$ cat config.mk
export PLATFORM = sky130hd
export DESIGN_NAME = mem_wb_stage_flat
export DESIGN_NICKNAME = d
export VERILOG_FILES = /design/src/rtl/pipeline_pkg.sv /design/src/rtl/mem_wb_stage_if.sv /design/src/rtl/mem_wb_stage_load_align.sv /design/src/rtl/mem_wb_stage.sv /design/src/flat_wrapper.sv
export SDC_FILE = /design/constraint.sdc
export NUM_CORES = 1
export LEC_CHECK = 0
export CAP_MARGIN = 30
export CORE_MARGIN = 2
export CORE_UTILIZATION = 43
export DETAILED_ROUTE_END_ITERATION = 8
export MAX_ROUTING_LAYER = met4
export PLACE_DENSITY = 0.85
export SYNTH_ARGS = -nofsm -noshare
export SYNTH_HDL_FRONTEND = slang
export SYNTH_SLANG_ARGS = --single-unit
$ cat constraint.sdc
create_clock -name clk -period 5.9 [get_ports clk]
set_input_delay 0.885 -clock clk [delete_from_list [all_inputs] [get_ports clk]]
set_output_delay 0.885 -clock clk [all_outputs]
set_load 0.005 [all_outputs]
$ cat src/rtl/pipeline_pkg.sv
// Shared pipeline types for the MEM/WB stage.
// Contents: datapath constants, RV32I load funct3 encoding, and the MEM/WB payload bundle.
package pipeline_pkg;

    localparam int unsigned XLEN = 32;
    localparam int unsigned RD_W = 5;

    typedef enum logic [2:0] {
        LB  = 3'b000,
        LH  = 3'b001,
        LW  = 3'b010,
        LBU = 3'b100,
        LHU = 3'b101
    } load_funct3_e;

    typedef struct packed {
        logic            reg_write;
        logic            mem_to_rgs;
        logic [RD_W-1:0] rd;
        logic [XLEN-1:0] result;
        logic [XLEN-1:0] read_data;
        logic            misalign;
    } memwb_bundle_t;

endpackage

$ cat src/rtl/mem_wb_stage_if.sv
// MEM/WB stage bus: MEM-side input bundle with valid/ready, stall/flush, WB-side outputs.
// Modports: master = MEM/WB environment (drives in_*, flush, stall), slave = the stage.
interface mem_wb_stage_if;
    import pipeline_pkg::*;

    logic            in_valid;
    logic            in_ready;
    logic            in_reg_write;
    logic            in_mem_to_rgs;
    logic [RD_W-1:0] in_rd;
    logic [XLEN-1:0] in_result;
    logic [XLEN-1:0] in_read_data;
    logic [2:0]      in_funct3;
    logic [1:0]      in_addr_lo;
    logic            flush;
    logic            stall;
    logic            out_valid;
    logic            out_reg_write;
    logic            out_mem_to_rgs;
    logic [RD_W-1:0] out_rd;
    logic [XLEN-1:0] out_result;
    logic [XLEN-1:0] out_read_data;
    logic            out_misalign;

    modport master (
        output in_valid, in_reg_write, in_mem_to_rgs, in_rd, in_result,
               in_read_data, in_funct3, in_addr_lo, flush, stall,
        input  in_ready, out_valid, out_reg_write, out_mem_to_rgs, out_rd,
               out_result, out_read_data, out_misalign
    );

    modport slave (
        input  in_valid, in_reg_write, in_mem_to_rgs, in_rd, in_result,
               in_read_data, in_funct3, in_addr_lo, flush, stall,
        output in_ready, out_valid, out_reg_write, out_mem_to_rgs, out_rd,
               out_result, out_read_data, out_misalign
    );

endinterface

$ cat src/rtl/mem_wb_stage_load_align.sv
// load_align: combinational load-data extraction and misalignment detection.
// Ports: raw_i (memory word), funct3_i (load size/sign), addr_lo_i (byte offset)
//        -> read_data_c_o (extended data), misalign_c_o (offset illegal for size).
module load_align
    import pipeline_pkg::*;
(
    input  logic [XLEN-1:0] raw_i,
    input  logic [2:0]      funct3_i,
    input  logic [1:0]      addr_lo_i,
    output logic [XLEN-1:0] read_data_c_o,
    output logic            misalign_c_o
);

    logic [XLEN-1:0] byte_shift;
    logic [XLEN-1:0] half_shift;
    logic [7:0]      byte_sel;
    logic [15:0]     half_sel;

    // Halfword selection uses only addr_lo[1]; an odd offset is flagged, not corrected.
    always_comb begin
        byte_shift    = raw_i >> {addr_lo_i, 3'b000};
        half_shift    = raw_i >> {addr_lo_i[1], 4'b0000};
        byte_sel      = byte_shift[7:0];
        half_sel      = half_shift[15:0];
        read_data_c_o = '0;
        misalign_c_o  = 1'b0;
        case (load_funct3_e'(funct3_i))
            LB:  read_data_c_o = {{(XLEN-8){byte_sel[7]}}, byte_sel};
            LBU: read_data_c_o = {{(XLEN-8){1'b0}}, byte_sel};
            LH: begin
                read_data_c_o = {{(XLEN-16){half_sel[15]}}, half_sel};
                misalign_c_o  = addr_lo_i[0];
            end
            LHU: begin
                read_data_c_o = {{(XLEN-16){1'b0}}, half_sel};
                misalign_c_o  = addr_lo_i[0];
            end
            LW: begin
                read_data_c_o = raw_i;
                misalign_c_o  = (addr_lo_i != 2'b00);
            end
            default: ;
        endcase
    end

endmodule

$ cat src/rtl/mem_wb_stage.sv
// mem_wb_stage: MEM/WB pipeline register with valid/ready, stall and flush.
// Ports: clk, reset (async active-high), bus (mem_wb_stage_if.slave: in_* bundle with
//        in_valid/in_ready, flush, stall, out_* registered writeback bundle).
// Option: MEMWB_SKID_EN adds a one-entry skid buffer and makes in_ready a flop output.
module mem_wb_stage
    import pipeline_pkg::*;
(
    input  logic           clk,
    input  logic           reset,
    mem_wb_stage_if.slave  bus
);

    logic [XLEN-1:0] align_data;
    logic            align_misalign;
    logic            misalign;
    logic            in_ready_c;
    logic            accept;
    logic            consume;
    memwb_bundle_t   in_bundle;
    memwb_bundle_t   main_q, main_d;
    logic            main_valid_q, main_valid_d;
`ifdef MEMWB_SKID_EN
    memwb_bundle_t   skid_q, skid_d;
    logic            skid_valid_q, skid_valid_d;
`endif

    load_align u_load_align (
        .raw_i         (bus.in_read_data),
        .funct3_i      (bus.in_funct3),
        .addr_lo_i     (bus.in_addr_lo),
        .read_data_c_o (align_data),
        .misalign_c_o  (align_misalign)
    );

    // Incoming bundle: misalignment only matters for loads; writes to x0 or misaligned loads are dropped.
    assign misalign             = bus.in_mem_to_rgs && align_misalign;
    assign in_bundle.reg_write  = bus.in_reg_write && (bus.in_rd != '0) && !misalign;
    assign in_bundle.mem_to_rgs = bus.in_mem_to_rgs;
    assign in_bundle.rd         = bus.in_rd;
    assign in_bundle.result     = bus.in_result;
    assign in_bundle.read_data  = bus.in_mem_to_rgs ? align_data : '0;
    assign in_bundle.misalign   = misalign;

`ifdef MEMWB_SKID_EN
    assign in_ready_c = !skid_valid_q;
`else
    assign in_ready_c = !main_valid_q || !bus.stall;
`endif

    assign accept  = bus.in_valid && in_ready_c;
    assign consume = main_valid_q && !bus.stall;

    // Next-state: flush > transfer > drain > hold; an emptied entry is zeroed so out_* read 0.
    always_comb begin
        main_d       = main_q;
        main_valid_d = main_valid_q;
`ifdef MEMWB_SKID_EN
        skid_d       = skid_q;
        skid_valid_d = skid_valid_q;
        if (bus.flush) begin
            main_d       = '0;
            main_valid_d = 1'b0;
            skid_d       = '0;
            skid_valid_d = 1'b0;
        end else if (skid_valid_q) begin
            // in_ready is low here, so only the skid-to-main move can happen.
            if (consume) begin
                main_d       = skid_q;
                skid_d       = '0;
                skid_valid_d = 1'b0;
            end
        end else if (accept) begin
            if (!main_valid_q || consume) begin
                main_d       = in_bundle;
                main_valid_d = 1'b1;
            end else begin
                skid_d       = in_bundle;
                skid_valid_d = 1'b1;
            end
        end else if (consume) begin
            main_d       = '0;
            main_valid_d = 1'b0;
        end
`else
        if (bus.flush) begin
            main_d       = '0;
            main_valid_d = 1'b0;
        end else if (accept) begin
            main_d       = in_bundle;
            main_valid_d = 1'b1;
        end else if (consume) begin
            main_d       = '0;
            main_valid_d = 1'b0;
        end
`endif
    end

    // State registers.
    always_ff @(posedge clk or posedge reset) begin
        if (reset) begin
            main_q       <= '0;
            main_valid_q <= 1'b0;
`ifdef MEMWB_SKID_EN
            skid_q       <= '0;
            skid_valid_q <= 1'b0;
`endif
        end else begin
            main_q       <= main_d;
            main_valid_q <= main_valid_d;
`ifdef MEMWB_SKID_EN
            skid_q       <= skid_d;
            skid_valid_q <= skid_valid_d;
`endif
        end
    end

    assign bus.in_ready       = in_ready_c;
    assign bus.out_valid      = main_valid_q;
    assign bus.out_reg_write  = main_q.reg_write;
    assign bus.out_mem_to_rgs = main_q.mem_to_rgs;
    assign bus.out_rd         = main_q.rd;
    assign bus.out_result     = main_q.result;
    assign bus.out_read_data  = main_q.read_data;
    assign bus.out_misalign   = main_q.misalign;

endmodule

$ cat src/flat_wrapper.sv
// flat-port wrapper written by rule: the top's interface ports become plain ports
module mem_wb_stage_flat import pipeline_pkg::*;
  (clk, reset, bus_in_valid, bus_in_reg_write, bus_in_mem_to_rgs, bus_in_rd, bus_in_result, bus_in_read_data, bus_in_funct3, bus_in_addr_lo, bus_flush, bus_stall, bus_in_ready, bus_out_valid, bus_out_reg_write, bus_out_mem_to_rgs, bus_out_rd, bus_out_result, bus_out_read_data, bus_out_misalign);
  mem_wb_stage_if bus_i ();
  input  logic clk;
  input  logic reset;
  input wire logic [$bits(bus_i.in_valid)-1:0] bus_in_valid;
  input wire logic [$bits(bus_i.in_reg_write)-1:0] bus_in_reg_write;
  input wire logic [$bits(bus_i.in_mem_to_rgs)-1:0] bus_in_mem_to_rgs;
  input wire logic [$bits(bus_i.in_rd)-1:0] bus_in_rd;
  input wire logic [$bits(bus_i.in_result)-1:0] bus_in_result;
  input wire logic [$bits(bus_i.in_read_data)-1:0] bus_in_read_data;
  input wire logic [$bits(bus_i.in_funct3)-1:0] bus_in_funct3;
  input wire logic [$bits(bus_i.in_addr_lo)-1:0] bus_in_addr_lo;
  input wire logic [$bits(bus_i.flush)-1:0] bus_flush;
  input wire logic [$bits(bus_i.stall)-1:0] bus_stall;
  output wire logic [$bits(bus_i.in_ready)-1:0] bus_in_ready;
  output wire logic [$bits(bus_i.out_valid)-1:0] bus_out_valid;
  output wire logic [$bits(bus_i.out_reg_write)-1:0] bus_out_reg_write;
  output wire logic [$bits(bus_i.out_mem_to_rgs)-1:0] bus_out_mem_to_rgs;
  output wire logic [$bits(bus_i.out_rd)-1:0] bus_out_rd;
  output wire logic [$bits(bus_i.out_result)-1:0] bus_out_result;
  output wire logic [$bits(bus_i.out_read_data)-1:0] bus_out_read_data;
  output wire logic [$bits(bus_i.out_misalign)-1:0] bus_out_misalign;
  assign bus_i.in_valid = bus_in_valid;
  assign bus_i.in_reg_write = bus_in_reg_write;
  assign bus_i.in_mem_to_rgs = bus_in_mem_to_rgs;
  assign bus_i.in_rd = bus_in_rd;
  assign bus_i.in_result = bus_in_result;
  assign bus_i.in_read_data = bus_in_read_data;
  assign bus_i.in_funct3 = bus_in_funct3;
  assign bus_i.in_addr_lo = bus_in_addr_lo;
  assign bus_i.flush = bus_flush;
  assign bus_i.stall = bus_stall;
  assign bus_in_ready = bus_i.in_ready;
  assign bus_out_valid = bus_i.out_valid;
  assign bus_out_reg_write = bus_i.out_reg_write;
  assign bus_out_mem_to_rgs = bus_i.out_mem_to_rgs;
  assign bus_out_rd = bus_i.out_rd;
  assign bus_out_result = bus_i.out_result;
  assign bus_out_read_data = bus_i.out_read_data;
  assign bus_out_misalign = bus_i.out_misalign;
  mem_wb_stage u_core (.clk(clk), .reset(reset), .bus(bus_i));
endmodule
; Word-level counts from Yosys, hierarchy flattened
; Index checks and enable logic that the tools add are counted.
[word_totals]
inputBits = 81
elab_cells = 36
regBits = 73
[classes]
mux = 9
n_reduce_logical = 14
n_eq_ne = 4
n_shift = 2
[op_table]
columns = cell, count
row1 = two-way mux 72 bit, 3
row2 = case mux 32 bit (5 select lines), 1
row3 = two-way mux 32 bit, 1
row4 = >> shifter 32 x 5 -> 16 bit, 1
row5 = >> shifter 32 x 5 -> 8 bit, 1
row6 = equality test 3 bit (second input constant), 2
row7 = logical AND 1 bit, 5
row8 = nonzero test 5 bit, 1
row9 = equality test 3 x 1 -> 1 bit (second input constant), 1
row10 = equality test 3 x 2 -> 1 bit (second input constant), 1
row11 = logical NOT 1 bit, 3
row12 = logical NOT 3 bit, 1
row13 = two-way mux 1 bit, 3
row14 = nonzero test 3 bit, 1
row15 = case mux 1 bit (2 select lines), 1
row16 = nonzero test 2 bit, 1
row17 = OR reduction 2 bit, 1
row18 = logical OR 1 bit, 1

; Depth between registers and ports, before layout
; Gate-level depths: netlist (run 1).
[depth]
word_depth = 8
ltp_mapped = 7
depth_no_buf = 4

; Hierarchy
; A second synthesis (run 1) with hierarchy kept.
[hier_totals]
cells_unflattened = 278
hier_area_um2 = 3603.5
[modules_own_cells]
columns = module, area_per_inst_um2, seq_area_each_um2, cells_per_inst, n_inst
row1 = mem_wb_stage, 2688.8, 1826.8, 173, 1
row2 = load_align, 914.6, 0.0, 105, 1

; Worst setup path before layout (run 1)
; No wires, ideal clock.
[synth_timing]
path_type = input port to flip-flop
start = input bus_in_funct3[0]
end = register u_core.main_q, in the netlist u_core.bus.out_read_data[1]
arrival_ps = 1974
setup_time_ps = 126
slack_ps = 3800
cell_stages = 6
required_ps = 5774
cell_sequence = buf_2 -> nand2b_1 -> buf_2 -> a21o_1 -> and3_1 -> a221o_1
[synth_between]
elab_chain_len = 5
elab_cells_between_ends = 9
classes_between = 4 x eq/ne / 4 x mux / 1 x reduce/logical
[synth_lines]
columns = item, line
row1 = from (decl), flat_wrapper.sv:13  ; input wire logic [$bits(bus_i.in_funct3)-1:0] bus_in_funct3;
row2 = equality test 3 x 2 -> 1 bit (tied with other cells), mem_wb_stage_load_align.sv:27  ; case (load_funct3_e'(funct3_i))
row3 = case mux 32 bit (5 select lines) (*), mem_wb_stage_load_align.sv:27
row4 = two-way mux 32 bit (*), mem_wb_stage.sv:41  ; assign in_bundle.read_data = bus.in_mem_to_rgs ? align_data : '0;
row5 = two-way mux 72 bit (*), mem_wb_stage.sv:88  ; end else if (accept) begin
row6 = two-way mux 72 bit (*), mem_wb_stage.sv:85  ; if (bus.flush) begin
row7 = to (signal assigned), mem_wb_stage.sv:108  ; main_q <= main_d;
row8 = to (decl), mem_wb_stage.sv:20  ; memwb_bundle_t main_q, main_d;
; Every way passes the cells marked *; elsewhere a longest branch is shown, timed or not.
; A chain may end at the register's enable or synchronous reset.

; Final worst setup path (run 1)
[layout_timing]
start = input bus_stall
end = output bus_in_ready
[layout_between]
elab_chain_len = 2
[layout_lines]
columns = item, line
row1 = from (decl), flat_wrapper.sv:16  ; input wire logic [$bits(bus_i.stall)-1:0] bus_stall;
row2 = logical NOT 1 bit, mem_wb_stage.sv:47  ; assign in_ready_c = !main_valid_q || !bus.stall;
row3 = logical OR 1 bit, mem_wb_stage.sv:47
row4 = to (decl), flat_wrapper.sv:17  ; output wire logic [$bits(bus_i.in_ready)-1:0] bus_in_ready;
; No other way between the ends.

==> impl_metrics.xml, run 1 <==
<?xml version="1.0" encoding="UTF-8"?>
<metrics>
  <group name="status">
    <metric name="status" unit="">complete, no violations</metric>
  </group>
  <group name="place">
    <metric name="port_buffers" unit="">154</metric>
    <metric name="count_of_placed_standard_cells_including_taps" unit="">476</metric>
    <metric name="globalplace.congestion" unit="">0.890</metric>
    <metric name="place_worst_setup_slack" unit="ps">2780</metric>
    <metric name="hpwl" unit="µm">6650</metric>
  </group>
  <group name="synth">
    <metric name="mappedNetlistArea" unit="µm²">3130</metric>
    <metric name="synth_top_cells_by_area" unit="">sky130_fd_sc_hd__dfrtp_1, sky130_fd_sc_hd__a22o_1, sky130_fd_sc_hd__a221o_1</metric>
    <metric name="synth_seq_area_share" unit="%">58.4</metric>
    <metric name="yosys_warnings" unit="">0</metric>
    <metric name="synth_top_cell_area_share" unit="%">58.4</metric>
    <metric name="yosys_register_bits" unit="">73</metric>
    <metric name="yosysMostFrequentCell" unit="">sky130_fd_sc_hd__dfrtp_1</metric>
    <metric name="post_synth_mux_area_share" unit="%">3.92</metric>
    <metric name="synth_top_family_by_area" unit="">compound AO/OA/AOI/OAI gates</metric>
    <metric name="synthArstFlopShare" unit="%">100</metric>
    <metric name="netlist-cell-type-count" unit="">39</metric>
    <metric name="synth_top_flop_cell" unit="">sky130_fd_sc_hd__dfrtp_1</metric>
    <metric name="synth_edf_count" unit="">0</metric>
    <metric name="top_cells_by_count_synth" unit="">sky130_fd_sc_hd__dfrtp_1, sky130_fd_sc_hd__a22o_1, sky130_fd_sc_hd__a221o_1</metric>
    <metric name="post_synth_and_or_nand_nor_area_fraction" unit="%">5.92</metric>
    <metric name="syn_nets" unit="">322</metric>
    <metric name="synthesized_netlist_cell_count" unit="">241</metric>
    <metric name="xor_xnor_share_of_the_synthesized_area" unit="%">0</metric>
    <metric name="fraction_of_the_mapped_netlist_area_in_adder_cells" unit="%">0</metric>
    <metric name="synth_compound_area_share" unit="%">27.9</metric>
    <metric name="post_synthesis_average_cell_area" unit="µm²">13.0</metric>
    <metric name="synth_largest_area_cell" unit="">sky130_fd_sc_hd__dfrtp_1</metric>
  </group>
  <group name="final_layout">
    <metric name="post_layout_nonfiller_instances" unit="">492</metric>
    <metric name="synthToLayoutAreaGrowth" unit="%">57.6</metric>
    <metric name="antenna-diode-count" unit="">0</metric>
    <metric name="nets" unit="">469</metric>
    <metric name="fraction_of_final_layout_cells_sized_beyond_drive_strength_1" unit="%">8.65</metric>
    <metric name="final_core_utilization" unit="%">69.1</metric>
  </group>
  <group name="global_route">
    <metric name="global_route.usage.total" unit="%">23.9</metric>
    <metric name="global_route.overflow_total" unit="">0</metric>
    <metric name="grt_first_pass_wirelength" unit="µm">14200</metric>
    <metric name="grt_start_max_net_pins" unit="">74</metric>
    <metric name="grt_pass1_vias" unit="">2800</metric>
    <metric name="grt_antenna_before_repair" unit="">0</metric>
  </group>
  <group name="critical_path">
    <metric name="crit_fanout" unit="">4</metric>
    <metric name="critical_path.startpoint_type" unit="">primary input</metric>
    <metric name="ff2ff_path_depth" unit="">4</metric>
    <metric name="critPathMostFrequentCell" unit="">sky130_fd_sc_hd__clkdlybuf4s50_1</metric>
    <metric name="crit-reg2reg-capture" unit="">u_core.bus.out_read_data[16]</metric>
    <metric name="stage_delay_of_the_slowest_cell_on_the_critical_path" unit="ps">540</metric>
    <metric name="crit-reg2reg-launch" unit="">u_core.bus.out_valid</metric>
    <metric name="arrival" unit="ps">2030</metric>
    <metric name="cell_chain_critical_path" unit="">clkdlybuf4s50_1, nand2_1, clkdlybuf4s50_1</metric>
    <metric name="timing.critical_path.required" unit="ps">5020</metric>
    <metric name="reg2reg_slack" unit="ps">4030</metric>
    <metric name="endpoint_kind" unit="">output pin</metric>
    <metric name="critical_path.slowest_cell" unit="">sky130_fd_sc_hd__clkdlybuf4s50_1</metric>
    <metric name="worstSetupPathType" unit="">in -&gt; out</metric>
  </group>
  <group name="pwr">
    <metric name="total_leakage_power" unit="µW">0.00218</metric>
    <metric name="power_density" unit="nW/µm²">233</metric>
    <metric name="ir_worst_vdd" unit="µV">189</metric>
  </group>
  <group name="min_path">
    <metric name="worstHoldPathCells" unit="">1</metric>
    <metric name="worstHoldStart" unit="">u_core.bus.out_read_data[10]</metric>
    <metric name="min_delay_endpoint" unit="">u_core.bus.out_read_data[10]</metric>
    <metric name="hold_path_class" unit="">reg -&gt; reg</metric>
  </group>
  <group name="routing">
    <metric name="top_layer" unit="">met4</metric>
    <metric name="vias_per_cell" unit="">5.61</metric>
    <metric name="drt-wirelength-per-cell" unit="µm">18.7</metric>
    <metric name="detail_route.first_pass.iterations" unit="">4</metric>
    <metric name="route.detailed.drc" unit="">0</metric>
    <metric name="route.met2.wl" unit="µm">4650</metric>
    <metric name="vias_after_detailed_routing" unit="">2760</metric>
    <metric name="route.antenna.remaining_nets" unit="">0</metric>
    <metric name="detailroute.wirelength.met3" unit="µm">549</metric>
    <metric name="detailedRoute.firstIterationViolations" unit="">167</metric>
    <metric name="route.layer.met1.wl" unit="µm">3790</metric>
    <metric name="wirelength" unit="µm">9220</metric>
  </group>
  <group name="clocking">
    <metric name="cts.hold.buffers_added" unit="">0</metric>
    <metric name="ctsLongestPathBuffers" unit="">2</metric>
    <metric name="clkTransAtPathRegs" unit="ps">70</metric>
    <metric name="worst_skew_pair.late_latency" unit="ps">330</metric>
    <metric name="clkSinkCount" unit="">73</metric>
    <metric name="post-cts-setup-buffers" unit="">0</metric>
    <metric name="number_of_buffers_added_by_the_clock_tree_synthesis_step" unit="">9</metric>
    <metric name="cts.root.buffer_cell" unit="">sky130_fd_sc_hd__clkbuf_8</metric>
    <metric name="tritoncts" unit="">done</metric>
    <metric name="htree_num_levels" unit="">3</metric>
    <metric name="post_cts.resized_instances" unit="">0</metric>
  </group>
  <group name="floorplan">
    <metric name="fp-row-count" unit="">31</metric>
    <metric name="core_region_area" unit="µm²">7140</metric>
    <metric name="start_util" unit="%">43.9</metric>
    <metric name="die-height" unit="µm">89.3</metric>
    <metric name="floorplan.io_pins" unit="">155</metric>
    <metric name="die-area" unit="µm²">7980</metric>
    <metric name="fp.dieW" unit="µm">89.3</metric>
  </group>
  <group name="timing">
    <metric name="layout_worst_path_cycle_share" unit="%">49.4</metric>
    <metric name="fin_hold_ws" unit="ps">489</metric>
    <metric name="fin_setup_tns" unit="ps">0</metric>
    <metric name="hold_viol" unit="">0</metric>
    <metric name="crit_path_setup_slack_layout" unit="ps">2980</metric>
    <metric name="final-setup-viol-count" unit="">0</metric>
    <metric name="timing.fmax" unit="MHz">343</metric>
    <metric name="finalMaxSlewViolations" unit="">0</metric>
    <metric name="rsz0062_at_grt" unit="">no</metric>
    <metric name="final.min_clock_period" unit="ps">2920</metric>
    <metric name="relSlewSlack" unit="%">39.4</metric>
    <metric name="worst_slew_pin_slew" unit="ps">909</metric>
    <metric name="finClkSkew" unit="ps">5.54</metric>
  </group>
  <group name="flow_run">
    <metric name="drv_cap" unit="">0</metric>
  </group>
</metrics>
## worst max-delay path by stage
stage                      from                      endpoint  slack [ps]  cells after the start
4_1_cts               bus_stall                  bus_in_ready        2980                      3
3_3_place_gp   bus_in_funct3[1]  u_core.bus.out_read_data[28]        2900                      4
3_5_place_dp   bus_in_funct3[1]  u_core.bus.out_read_data[16]        2780                      4
5_1_grt        bus_in_funct3[1]  u_core.bus.out_read_data[28]        2930                      4
6_report              bus_stall                  bus_in_ready        2980                      3
2_1_floorplan             reset     u_core.bus.out_mem_to_rgs        3160                      1
## worst max-delay path: cells and delay by family
family / cells / cell delay [ps]
buffers and inverters: 2 / 960
and+or+nand+nor: 1 / 180
## cells by family (layout without fill, tap and decap cells)
kind of cell	count (synthesis)	count (layout)
AOI/OAI and AO/OA	103	103
muxes	10	10
DFF	73	73
buffers and inverters	23	175
and+or+nand+nor	32	32
## per-stage QoR
step / cell area (µm²) / power (µW)
finish: 4930 / 1150
global route: 4930 / 1200
CTS: 4930 / 1160
detailed placement: 4710 / 726
global placement: 4710 / 722
floorplan: 3130 / 607
## cells in the final DEF, fill, tap and decap left out, types with 2 or more instances in the layout
master,instances
sky130_fd_sc_hd__nor2_1,9
sky130_fd_sc_hd__clkdlybuf4s50_1,154
sky130_fd_sc_hd__nand2_1,5
sky130_fd_sc_hd__nor2b_1,3
sky130_fd_sc_hd__clkbuf_8,10
sky130_fd_sc_hd__a222oi_1,2
sky130_fd_sc_hd__a221o_1,21
sky130_fd_sc_hd__a32oi_1,5
sky130_fd_sc_hd__nand3b_1,2
sky130_fd_sc_hd__dfrtp_1,73
sky130_fd_sc_hd__a22oi_1,8
sky130_fd_sc_hd__mux2_2,8
sky130_fd_sc_hd__and2_1,2
sky130_fd_sc_hd__a22o_1,39
sky130_fd_sc_hd__clkinv_2,2
sky130_fd_sc_hd__bufinv_16,2
sky130_fd_sc_hd__buf_4,3
sky130_fd_sc_hd__and3_1,2
sky130_fd_sc_hd__a21oi_1,9
sky130_fd_sc_hd__o21ai_0,3
sky130_fd_sc_hd__a21oi_4,2
sky130_fd_sc_hd__a21o_1,9
## report_power, final
group,internal [µW],switching (µW)
clock,249,182
combinational,109,74.7
sequential,520,11.5
total,878,269
## per-layer routing
metal,vias up,global-route usage [%]
met2,117,36.1
met1,1374,32.0
met3,18,4.25
li1,1251,-
met5,-,-
met4,0,9.91
## state kept, by name, summed over array words and instances (netlist names)
name and flops:
u_core.bus.out_reg_write 1, u_core.bus.out_misalign 1, u_core.bus.out_rd 5, u_core.bus.out_read_data 32, u_core.bus.out_mem_to_rgs 1, u_core.bus.out_result 32
u_core.bus.out_valid 1
## layout make-up
type / count / area [µm²]
Clock inverter: 5 / 78.8
Clock buffer: 11 / 141
Fill cell: 548 / 2200
Sequential cell: 73 / 1830
Inverter: 2 / 7.51
Multi-Input combinational cell: 145 / 1190
Tap cell: 99 / 124
Timing Repair Buffer: 157 / 1560
Note: power is estimated with default switching activity, not from simulation.
==> run 2, diff against run 1 <==
CORE_UTILIZATION = 40   (was 43)
PLACE_DENSITY = 0.8   (was 0.85)
clock period = 3 ns   (was 5.9 ns; I/O delays follow)
==> run 2 against run 1 <==
Against the previous run:
- hold slack got worse by 11 ps
- count of clock-buffer cells in the layout fell by 1
- worst setup slack got worse by 2200 ps
- sequential power rose by 98%
- clock power rose by 130%
- critical path type is now in -> reg
- largest cell class unchanged
==> impl_metrics.xml, run 2 (synthesized netlist as in run 1, its figures left out) <==
<?xml version="1.0" encoding="UTF-8"?>
<metrics>
  <group name="timing">
    <metric name="fin_setup_tns" unit="ps">0</metric>
    <metric name="relSlewSlack" unit="%">52.6</metric>
    <metric name="worst_slew_pin_slew" unit="ps">710</metric>
    <metric name="layout_worst_path_cycle_share" unit="%">73.2</metric>
    <metric name="hold_viol" unit="">0</metric>
    <metric name="final-setup-viol-count" unit="">0</metric>
    <metric name="finClkSkew" unit="ps">15.2</metric>
    <metric name="rsz0062_at_grt" unit="">no</metric>
    <metric name="final.min_clock_period" unit="ps">2200</metric>
    <metric name="timing.fmax" unit="MHz">455</metric>
    <metric name="finalMaxSlewViolations" unit="">0</metric>
  </group>
  <group name="global_route">
    <metric name="grt_start_max_net_pins" unit="">42</metric>
    <metric name="grt_antenna_before_repair" unit="">0</metric>
    <metric name="grt_util_met3" unit="%">4.23</metric>
    <metric name="globalRouteMet1Util" unit="%">29.3</metric>
    <metric name="grt_first_pass_wirelength" unit="µm">14700</metric>
    <metric name="grt.busiest_layer" unit="">met2</metric>
    <metric name="global_route.overflow_total" unit="">0</metric>
    <metric name="grt_pass1_vias" unit="">2825</metric>
    <metric name="global_route.usage.total" unit="%">22.7</metric>
    <metric name="met2_usage" unit="%">36.3</metric>
  </group>
  <group name="critical_path">
    <metric name="crit_path_start" unit="">bus_in_funct3[0]</metric>
    <metric name="crit-reg2reg-launch" unit="">u_core.bus.out_valid</metric>
    <metric name="timing.critical_path.required" unit="ps">3260</metric>
    <metric name="crit_fanout" unit="">18</metric>
    <metric name="endpoint_kind" unit="">flip-flop</metric>
    <metric name="reg2reg_slack" unit="ps">1150</metric>
    <metric name="critical_path.startpoint_type" unit="">primary input</metric>
    <metric name="crit-reg2reg-capture" unit="">u_core.bus.out_read_data[18]</metric>
    <metric name="worstSetupPathType" unit="">in -&gt; reg</metric>
    <metric name="ff2ff_path_depth" unit="">4</metric>
    <metric name="arrival" unit="ps">2460</metric>
  </group>
  <group name="clocking">
    <metric name="ctsLongestPathBuffers" unit="">2</metric>
    <metric name="htree_num_levels" unit="">3</metric>
    <metric name="clkSinkCount" unit="">73</metric>
    <metric name="tritoncts" unit="">done</metric>
    <metric name="post_cts.resized_instances" unit="">0</metric>
    <metric name="post-cts-setup-buffers" unit="">0</metric>
    <metric name="number_of_buffers_added_by_the_clock_tree_synthesis_step" unit="">9</metric>
    <metric name="cts.root.buffer_cell" unit="">sky130_fd_sc_hd__clkbuf_8</metric>
    <metric name="worst_skew_pair.late_latency" unit="ps">340</metric>
    <metric name="cts.hold.buffers_added" unit="">0</metric>
    <metric name="clkTransAtPathRegs" unit="ps">70</metric>
  </group>
  <group name="pwr">
    <metric name="clock_power_share" unit="%">41.1</metric>
    <metric name="ir_worst_vdd" unit="µV">366</metric>
    <metric name="power_switching_share" unit="%">21.8</metric>
    <metric name="switchingPower" unit="µW">524</metric>
    <metric name="power_frac_comb" unit="%">15.4</metric>
    <metric name="power_internal" unit="µW">1880</metric>
    <metric name="power_density" unit="nW/µm²">478</metric>
    <metric name="total_leakage_power" unit="µW">0.00223</metric>
    <metric name="seq_power_share" unit="%">43.6</metric>
  </group>
  <group name="floorplan">
    <metric name="fp-row-count" unit="">32</metric>
    <metric name="core_region_area" unit="µm²">7650</metric>
    <metric name="floorplan.io_pins" unit="">155</metric>
    <metric name="die-area" unit="µm²">8550</metric>
    <metric name="fp.dieW" unit="µm">92.5</metric>
    <metric name="die-height" unit="µm">92.5</metric>
    <metric name="start_util" unit="%">40.9</metric>
  </group>
  <group name="place">
    <metric name="hpwl" unit="µm">6900</metric>
    <metric name="globalplace.congestion" unit="">0.968</metric>
    <metric name="port_buffers" unit="">154</metric>
  </group>
  <group name="final_layout">
    <metric name="layout_commonest_cell" unit="">sky130_fd_sc_hd__clkdlybuf4s50_1</metric>
    <metric name="antenna-diode-count" unit="">0</metric>
    <metric name="final-seq-area" unit="µm²">1830</metric>
    <metric name="final.fill_count" unit="">595</metric>
    <metric name="synthToLayoutAreaGrowth" unit="%">60.4</metric>
    <metric name="multi_input_area" unit="µm²">1190</metric>
    <metric name="nets" unit="">474</metric>
    <metric name="final_core_utilization" unit="%">65.7</metric>
    <metric name="final_cell_mix" unit="">sky130_fd_sc_hd__clkdlybuf4s50_1, sky130_fd_sc_hd__dfrtp_1, sky130_fd_sc_hd__a22o_1</metric>
    <metric name="fraction_of_final_layout_cells_sized_beyond_drive_strength_1" unit="%">9.57</metric>
  </group>
  <group name="routing">
    <metric name="route.detailed.drc" unit="">0</metric>
    <metric name="route.antenna.remaining_nets" unit="">0</metric>
    <metric name="vias_after_detailed_routing" unit="">2783</metric>
    <metric name="vias_per_cell" unit="">5.58</metric>
    <metric name="wirelength" unit="µm">9380</metric>
    <metric name="drt-wirelength-per-cell" unit="µm">18.8</metric>
    <metric name="detail_route.first_pass.iterations" unit="">4</metric>
    <metric name="detailedRoute.firstIterationViolations" unit="">141</metric>
  </group>
  <group name="min_path">
    <metric name="worstHoldPathCells" unit="">1</metric>
    <metric name="hold_path_class" unit="">reg -&gt; reg</metric>
    <metric name="worstHoldStart" unit="">u_core.bus.out_read_data[8]</metric>
    <metric name="min_delay_endpoint" unit="">u_core.bus.out_read_data[8]</metric>
  </group>
  <group name="status">
    <metric name="status" unit="">complete, no violations</metric>
  </group>
  <group name="flow_run">
    <metric name="drv_cap" unit="">0</metric>
  </group>
</metrics>
==> run 2: how the worst max path moves through the flow <==
stage | endpoint | slack, ps | depth (start not counted)
global route | u_core.bus.out_read_data[16] | 690 | 5
CTS | u_core.bus.out_read_data[18] | 880 | 5
detailed placement | u_core.bus.out_read_data[18] | 530 | 5
global placement | u_core.bus.out_read_data[29] | 610 | 5
finish | u_core.bus.out_read_data[18] | 800 | 5
floorplan | u_core.bus.out_mem_to_rgs | 700 | 1
==> run 2: critical path, cell delays in order <==
cell and delay (ps):
sky130_fd_sc_hd__clkdlybuf4s50_1 560, sky130_fd_sc_hd__o21ai_0 260, sky130_fd_sc_hd__nand4_2 440, sky130_fd_sc_hd__a21oi_4 540, sky130_fd_sc_hd__a221o_1 190
==> run 2: cell type report <==
class / instances / area share [%]
multi-input combinational: 145 / 23.7
timing repair buffer: 162 / 32.1
inverter: 2 / 0.149
clock buffer: 10 / 2.54
clock inverter: 5 / 2.57
tap: 102 / 2.54
sequential: 73 / 36.4
==> run 2: stage by stage <==
| step | total power [µW] | hold WS (ps) | area (µm²) | setup WS (ps) | std cells |
|---|---|---|---|---|---|
| after floorplan | 1190 | 473 | 3130 | 697 | 241 |
| after global placement | 1420 | 462 | 4770 | 614 | 484 |
| after detailed placement | 1430 | 465 | 4770 | 535 | 484 |
| after CTS | 2420 | 482 | 5020 | 879 | 499 |
| after global routing | 2490 | 514 | 5020 | 693 | 499 |
| final | 2400 | 478 | 5020 | 804 | 499 |
==> run 2: metal layers <==
| layer | vias up | wire length, µm |
|---|---|---|
| met5 | - | 0 |
| met2 | 129 | 4650 |
| met4 | 0 | 172 |
| li1 | 1259 | - |
| met3 | 14 | 589 |
| met1 | 1381 | 3970 |
==> run 2: power by group through the flow <==
stage	Combinational [µW]	Clock, µW	Sequential, µW
finish	369	987	1050
global placement	362	0	1060
global route	396	1040	1050
detailed placement	369	0	1060
floorplan	128	0	1070
CTS	371	1000	1050
